[src/rtl/rtc_pkg.sv]
// Shared definitions for the RTC time/date edit controllers.
// Holds the edit FSM state encoding, BCD constants used by the day
// controller and the BCD codes of the 30-day months.
package rtc_pkg;

   // Edit FSM states, 2-bit binary encoding.
   typedef enum logic [1:0] {
      ST_IDLE   = 2'd0,
      ST_LOAD   = 2'd1,
      ST_EDIT   = 2'd2,
      ST_COMMIT = 2'd3
   } edit_state_t;

   // BCD constants.
   localparam logic [7:0] DIA_MIN = 8'h01;
   localparam logic [7:0] FEB     = 8'h02;

   // Months with 30 days (BCD).
   localparam logic [7:0] ABR = 8'h04;
   localparam logic [7:0] JUN = 8'h06;
   localparam logic [7:0] SEP = 8'h09;
   localparam logic [7:0] NOV = 8'h11;

   // True when both nibbles of a packed BCD byte are decimal digits.
   function automatic logic bcd_valid(input logic [7:0] v);
      return (v[7:4] <= 4'd9) && (v[3:0] <= 4'd9);
   endfunction

endpackage

[src/rtl/dias_mes.sv]
// Days-in-month lookup (combinational).
// Ports:
//   mes     in  8  month in BCD (01..12; anything else counts as a 31-day month)
//   anio    in  8  year in BCD (00..99 meaning 2000..2099)
//   max_dia out 8  number of days in that month, in BCD
// Leap years are years divisible by 4; within 2000..2099 that is exact.
module dias_mes
   import rtc_pkg::*;
(
   input  logic [7:0] mes,
   input  logic [7:0] anio,
   output logic [7:0] max_dia
);

   logic bisiesto;

   // Divisibility by 4 from the two BCD digits: 10*T + U is a multiple of 4
   // when T is even and U is 0/4/8, or T is odd and U is 2/6.
   always_comb begin
      bisiesto = 1'b0;
      if (anio[4]) begin
         bisiesto = (anio[3:0] == 4'd2) || (anio[3:0] == 4'd6);
      end else begin
         bisiesto = (anio[3:0] == 4'd0) || (anio[3:0] == 4'd4) ||
                    (anio[3:0] == 4'd8);
      end
   end

   always_comb begin
      max_dia = 8'h31;
      if (mes == FEB) begin
         max_dia = bisiesto ? 8'h29 : 8'h28;
      end else if ((mes == ABR) || (mes == JUN) || (mes == SEP) || (mes == NOV)) begin
         max_dia = 8'h30;
      end
   end

endmodule

[src/rtl/dia_edit_ctrl.sv]
// Day-of-month edit controller.
// While the day field is selected it loads the current day, steps it up or
// down in BCD with month/leap-year aware wrap-around, and commits the result
// to the day register with a single-cycle write strobe.
// Ports:
//   clk        in  1  system clock
//   reset      in  1  synchronous active-low reset
//   edit_mode  in  1  day field selected (level)
//   btn_up     in  1  increment pulse
//   btn_dn     in  1  decrement pulse
//   mes        in  8  current month (BCD)
//   anio       in  8  current year (BCD)
//   dia_actual in  8  day currently held in the day register (BCD)
//   ddia       out 8  day value presented to the day register (BCD)
//   EN         out 1  day register write strobe, one cycle per commit
//   editando   out 1  high while loading/editing (blink indication)
// Handshake: EN is a one-cycle write strobe with ddia valid in the same
// cycle; the day register has no back-pressure, so there is no ready.
module dia_edit_ctrl
   import rtc_pkg::*;
#(
   parameter logic [7:0] DIA_RESET = 8'h01
)(
   input  logic       clk,
   input  logic       reset,
   input  logic       edit_mode,
   input  logic       btn_up,
   input  logic       btn_dn,
   input  logic [7:0] mes,
   input  logic [7:0] anio,
   input  logic [7:0] dia_actual,
   output logic [7:0] ddia,
   output logic       EN,
   output logic       editando
);

   edit_state_t state;
   logic        em_q;     // registered edit_mode
   logic        em_prev;  // previous em_q, for rising-edge detection
   logic [7:0]  max_dia;
   logic [7:0]  dia_load;
   logic [7:0]  dia_inc;
   logic [7:0]  dia_dec;
   logic [7:0]  dia_clamp;

   dias_mes u_dias_mes (
      .mes     (mes),
      .anio    (anio),
      .max_dia (max_dia)
   );

   // Normalised load value: garbage or zero becomes 01, too large clamps.
   always_comb begin
      dia_load = dia_actual;
      if (!bcd_valid(dia_actual) || (dia_actual == 8'h00)) begin
         dia_load = DIA_MIN;
      end else if (dia_actual > max_dia) begin
         dia_load = max_dia;
      end
   end

   // BCD step, digit-wise on the two nibbles. For valid BCD bytes the packed
   // magnitude compare orders the same way as the decimal values.
   always_comb begin
      dia_inc = ddia;
      if (ddia == max_dia) begin
         dia_inc = DIA_MIN;
      end else if (ddia[3:0] == 4'd9) begin
         dia_inc = {ddia[7:4] + 4'd1, 4'd0};
      end else begin
         dia_inc = {ddia[7:4], ddia[3:0] + 4'd1};
      end
   end

   always_comb begin
      dia_dec = ddia;
      if (ddia == DIA_MIN) begin
         dia_dec = max_dia;
      end else if (ddia[3:0] == 4'd0) begin
         dia_dec = {ddia[7:4] - 4'd1, 4'd9};
      end else begin
         dia_dec = {ddia[7:4], ddia[3:0] - 4'd1};
      end
   end

   // Month or year may have changed during the edit.
   always_comb begin
      dia_clamp = (ddia > max_dia) ? max_dia : ddia;
   end

   always_ff @(posedge clk) begin
      if (!reset) begin
         state    <= ST_IDLE;
         em_q     <= 1'b0;
         em_prev  <= 1'b0;
         ddia     <= DIA_RESET;
         EN       <= 1'b0;
         editando <= 1'b0;
      end else begin
         em_q     <= edit_mode;
         em_prev  <= em_q;
         EN       <= 1'b0;
         editando <= (state == ST_LOAD) || (state == ST_EDIT);
         case (state)
            ST_IDLE: begin
               if (em_q && !em_prev) begin
                  state <= ST_LOAD;
               end
            end
            ST_LOAD: begin
               ddia  <= dia_load;
               state <= ST_EDIT;
            end
            ST_EDIT: begin
               if (!em_q) begin
                  // EN and the clamped value appear together in COMMIT.
                  ddia  <= dia_clamp;
                  EN    <= 1'b1;
                  state <= ST_COMMIT;
               end else if (btn_up && !btn_dn) begin
                  ddia <= dia_inc;
               end else if (btn_dn && !btn_up) begin
                  ddia <= dia_dec;
               end
            end
            ST_COMMIT: begin
               // Forget the edge history so a re-assertion during COMMIT
               // is still seen as a rising edge once back in IDLE.
               em_prev <= 1'b0;
               state   <= ST_IDLE;
            end
            default: begin
               state <= ST_IDLE;
            end
         endcase
      end
   end

endmodule

[config.mk]
export PLATFORM = sky130hd
export DESIGN_NAME = dia_edit_ctrl
export DESIGN_NICKNAME = d
export VERILOG_FILES = /design/src/rtl/rtc_pkg.sv /design/src/rtl/dias_mes.sv /design/src/rtl/dia_edit_ctrl.sv
export SDC_FILE = /design/constraint.sdc
export NUM_CORES = 1
export LEC_CHECK = 0
export CORE_ASPECT_RATIO = 0.6
export CORE_UTILIZATION = 40
export CTS_BUF_LIST = sky130_fd_sc_hd__clkbuf_8 sky130_fd_sc_hd__clkbuf_16
export DETAILED_ROUTE_END_ITERATION = 10
export PLACE_DENSITY_LB_ADDON = 0.3
export SYNTH_ARGS = -nofsm -noshare
export SYNTH_HDL_FRONTEND = slang
export SYNTH_SLANG_ARGS = --single-unit
[constraint.sdc]
create_clock -name clk -period 5 [get_ports clk]
set_input_delay 1 -clock clk [delete_from_list [all_inputs] [get_ports clk]]
set_output_delay 1 -clock clk [all_outputs]
set_load 0.01 [all_outputs]
==> out/qor.txt <==
====================================================================================================
Basic-gate share of the synthesized area counting and, or, nand and nor cells                 0.3188
Synthesis-to-layout area growth                                                               28.61%
Max Fanout on Critical Path                                                                        4
Setup repair after global routing missed its margin                                            false
Slowest library cell on the worst path                                                        or4b_1
Maximum VDD drop                                                                           0.2439 mV
Via-per-instance ratio                                                                         5.815
Dominant combinational cell family by area after synthesis                              simple AND/OR/NAND/NOR gates
Portion of the clock cycle consumed by the worst path in the final layout                     0.8632
Average instance area after synthesis                                                      7.571 um2
Detail Placement HPWL                                                                        3102 um
Critical Path Sink                                                                           ddia[0]
Worst slew margin relative to its limit                                                       0.5469
Number of violations of the max-capacitance limit                                                  0
Final-report setup violation count                                                                 0
Largest stage delay, worst path                                                               550 ps
Cells on worst reg2reg path                                                                        8
Met2 capacity usage during global routing                                                     0.2689
Max clock buf depth                                                                                2
Pin count of the biggest net entering global routing                                              21
FF+latch count, synth                                                                             14
Critical path class                                                                     primary input to flop
Cell family contributing the most delay on the critical path                            simple AND/OR/NAND/NOR gates
R2r setup slk                                                                                2620 ps
Vias in the first global route                                                                  1357
Synthesized-area fraction occupied by ao, oa, aoi and oai cells                               0.2693
Setup TNS                                                                                       0 ps
DR pass1 iterations                                                                                5
Number of antenna violations at the first check in global routing                                  0
Number of enable-type register cells in the synthesized netlist                                    0
Total via count after detailed routing                                                          1576
WL final                                                                                     3906 um
Combined global-route utilization of all metal layers                                         0.2113
Switching pwr                                                                               309.3 uW
Clock-pin slew reported for the worst setup and hold paths after clock tree synthesis          60 ps
Path class of the lowest-slack min-delay path                                           flop to flop
CTS hold repair buffers                                                                            0
Port Buffer Count                                                                                 35
Core region area                                                                            3403 um2
Leak Pwr                                                                                   0.7197 nW
Critical path startpoint                                                                      mes[0]
Worst skew pair latency                                                                       240 ps
Leading register cell type out of synthesis                                                  dfxtp_1
Number of stages on the worst setup path                                                          12
Die area                                                                                    3985 um2
Reg2Reg Capture Point                                                                        ddia[0]
Detail Route Antenna Nets                                                                          0
# rows                                                                                            16
Post-synthesis adder-cell area fraction                                                       0.1342
Cell count after synthesis                                                                       197
Max-slew violation count                                                                           0
Count of different cell masters after synthesis                                                   61
Count of synthesis-stage warnings from yosys                                                       0
Worst slew pin tran                                                                         679.6 ps
Total power density per cell area                                                       365.8 nW/um2
Cell-internal power                                                                         392.3 uW
Post-placement cell area                                                                    1863 um2
Area of the mapped netlist                                                                  1491 um2
Buffer cell driving the clock tree root                                                     clkbuf_8
Portion of the post-synthesis area used by sequential elements                                0.1879
Endpoint kind of the worst setup timing path                                                    flop
FMAX                                                                                      0.2317 GHz
Final Wtd Congestion                                                                          0.8428
Initial core utilization                                                                      0.4382
Final Hold Vio Count                                                                               0
Async set or reset register ratio after synthesis                                                  0
Most utilized layer in the global route result                                                  met1
Clock buffers created by TritonCTS                                                                 3
Clock skew after layout                                                                     6.470 ps
Post-Route Utilization                                                                        0.5636
NumNets Final                                                                                    272
CTS tree                                                                                       built
Clock tree sinks                                                                                  14
Status                                                                                     completed
Number of antenna repair diodes                                                                    0
GRT overflow                                                                                       0
Die H                                                                                       49.30 um
Routed wire length per instance                                                             14.41 um
CP bufs+invs                                                                                       2
Combinational group share of total power                                                       0.582
Post-route design area                                                                      1918 um2
Fraction of layout instances using a drive strength above 1                                  0.05310
Met1 demand-to-capacity share in global routing                                               0.3367
Data required time at the worst endpoint                                                     5170 ps
Switching Fraction                                                                            0.4409
Launch instance of the worst register-to-register path                                       ddia[0]
Top-level port count                                                                              39
XOR/XNOR Fraction of Synth Area                                                              0.01174
Crit path DAT                                                                                4490 ps
Global-route wire length before repair                                                       6568 um
Part of the power in registers                                                                 0.261
Met3 track demand over resource                                                              0.07477
Die X                                                                                       80.83 um
CTS H-Tree Depth                                                                                   1
Startpoint kind of the worst setup timing path                                          primary input
Drt initial violations                                                                           142
Post-synthesis net count                                                                         242
Post CTS Setup Buffer Count                                                                        0
Final total power                                                                           701.7 uW
Clk network pwr share                                                                          0.156
Cell chain of the critical path                                                         clkdlybuf4s50_1 -> or4b_1 -> or3_1 -> a221oi_2 -> inv_1 -> ha_1 -> nand4bb_1 -> o31ai_1 -> a21oi_1 -> or4_1 -> and4_1 -> o21ai_1
Time the final worst path needs with I/O delays and setup                                    4316 ps
Total DRC errors in the routed layout                                                              0
Share of synthesized area spent on multiplexers                                              0.01426
Post-CTS resize count                                                                              0
====================================================================================================
## worst min path at each step
stage / start / end / slack (ps) / cells past startpoint
after floorplan: state[0] / state[0] / 490 / 2
after CTS: state[0] / state[0] / 530 / 2
final: state[0] / state[0] / 530 / 2
after global placement: state[0] / state[0] / 520 / 2
after global routing: state[1] / state[1] / 590 / 2
after detailed placement: state[0] / state[0] / 530 / 2
## worst min-delay path: cells and delay by family (launching register included)
kind | cells | cell delay, ps
DFF | 1 | 320
and+or+nand+nor | 2 | 160
## final cells by class
type | count | area, um2
fill | 333 | 1485
sequential | 14 | 280.3
multi-input combinational | 158 | 1116
timing repair buffer | 36 | 357.8
tap | 45 | 56.30
clock buffer | 4 | 55.05
inverter | 14 | 52.55
## power groups by stage
stage	Clock [mW]	Combinational, mW	Sequential, mW
global route	0.119	0.456	0.190
CTS	0.113	0.407	0.182
floorplan	0	0.290	0.174
finish	0.110	0.408	0.183
global placement	0	0.401	0.185
detailed placement	0	0.405	0.184
## synth_stat cells (all sizes together) (3+ instances only)
cell | instances | area (um2)
nand3 | 9 | 45.04
o21ai | 13 | 68.81
and3 | 3 | 18.77
or4 | 4 | 30.03
nor2 | 15 | 56.30
a21o | 3 | 22.52
o31ai | 4 | 30.03
clkbuf | 10 | 37.54
dfxtp | 14 | 280.3
nand2 | 10 | 37.54
and2 | 5 | 31.28
a21oi | 14 | 70.07
or2 | 3 | 18.78
nor4b | 3 | 26.28
a32oi | 3 | 26.28
nor3 | 8 | 51.30
or3 | 4 | 26.28
a221oi | 4 | 41.29
ha | 16 | 200.2
inv | 14 | 52.55
## metrics by stage
stage | setup WS [ps] | cells | hold WS, ps
floorplan | 1160 | 197 | 492.3
global placement | 440.2 | 267 | 523.9
detailed placement | 436.2 | 267 | 525.6
CTS | 688.4 | 271 | 534.0
global route | 463.3 | 271 | 590.9
finish | 684.1 | 271 | 531.7
## state kept, by name, indices dropped and copies added (netlist names)
signal    flops
ddia          8
state         2
EN            1
editando      1
em_prev       1
em_q          1
## placed cells by master, fill, tap and decap left out, types with 2 or more instances in the layout
cell,instances
clkbuf_8,4
o221ai_1,2
nand3_1,9
dfxtp_1,14
a32oi_1,3
nor4b_1,3
inv_1,14
o31ai_1,4
and3_1,3
nor2_1,15
nor2b_1,2
or4_1,4
ha_1,16
nand3b_1,2
o21ai_0,11
a21oi_1,14
or3_1,3
a221oi_1,3
nand2_1,10
nor3_1,7
clkdlybuf4s50_1,35
a21o_1,3
nor4_1,2
and2_1,5
## layer usage
metal  routed length (um)  vias to the layer above
li1                     -                      804
met1                 2032                      697
met2                 1421                       73
met3                  447                        2
met4                    4                        0
met5                    0                        -
## kinds of logic (layout without fill, tap and decap cells)
kind of cell               after synthesis  after routing
buffers and inverters                   25             54
muxes                                    2              2
DFF                                     14             14
adders and majority gates               16             16
AOI/OAI and AO/OA                       58             58
and+or+nand+nor                         80             80
xor gates and xnor gates                 2              2
Power figures use the tool's default switching activity.
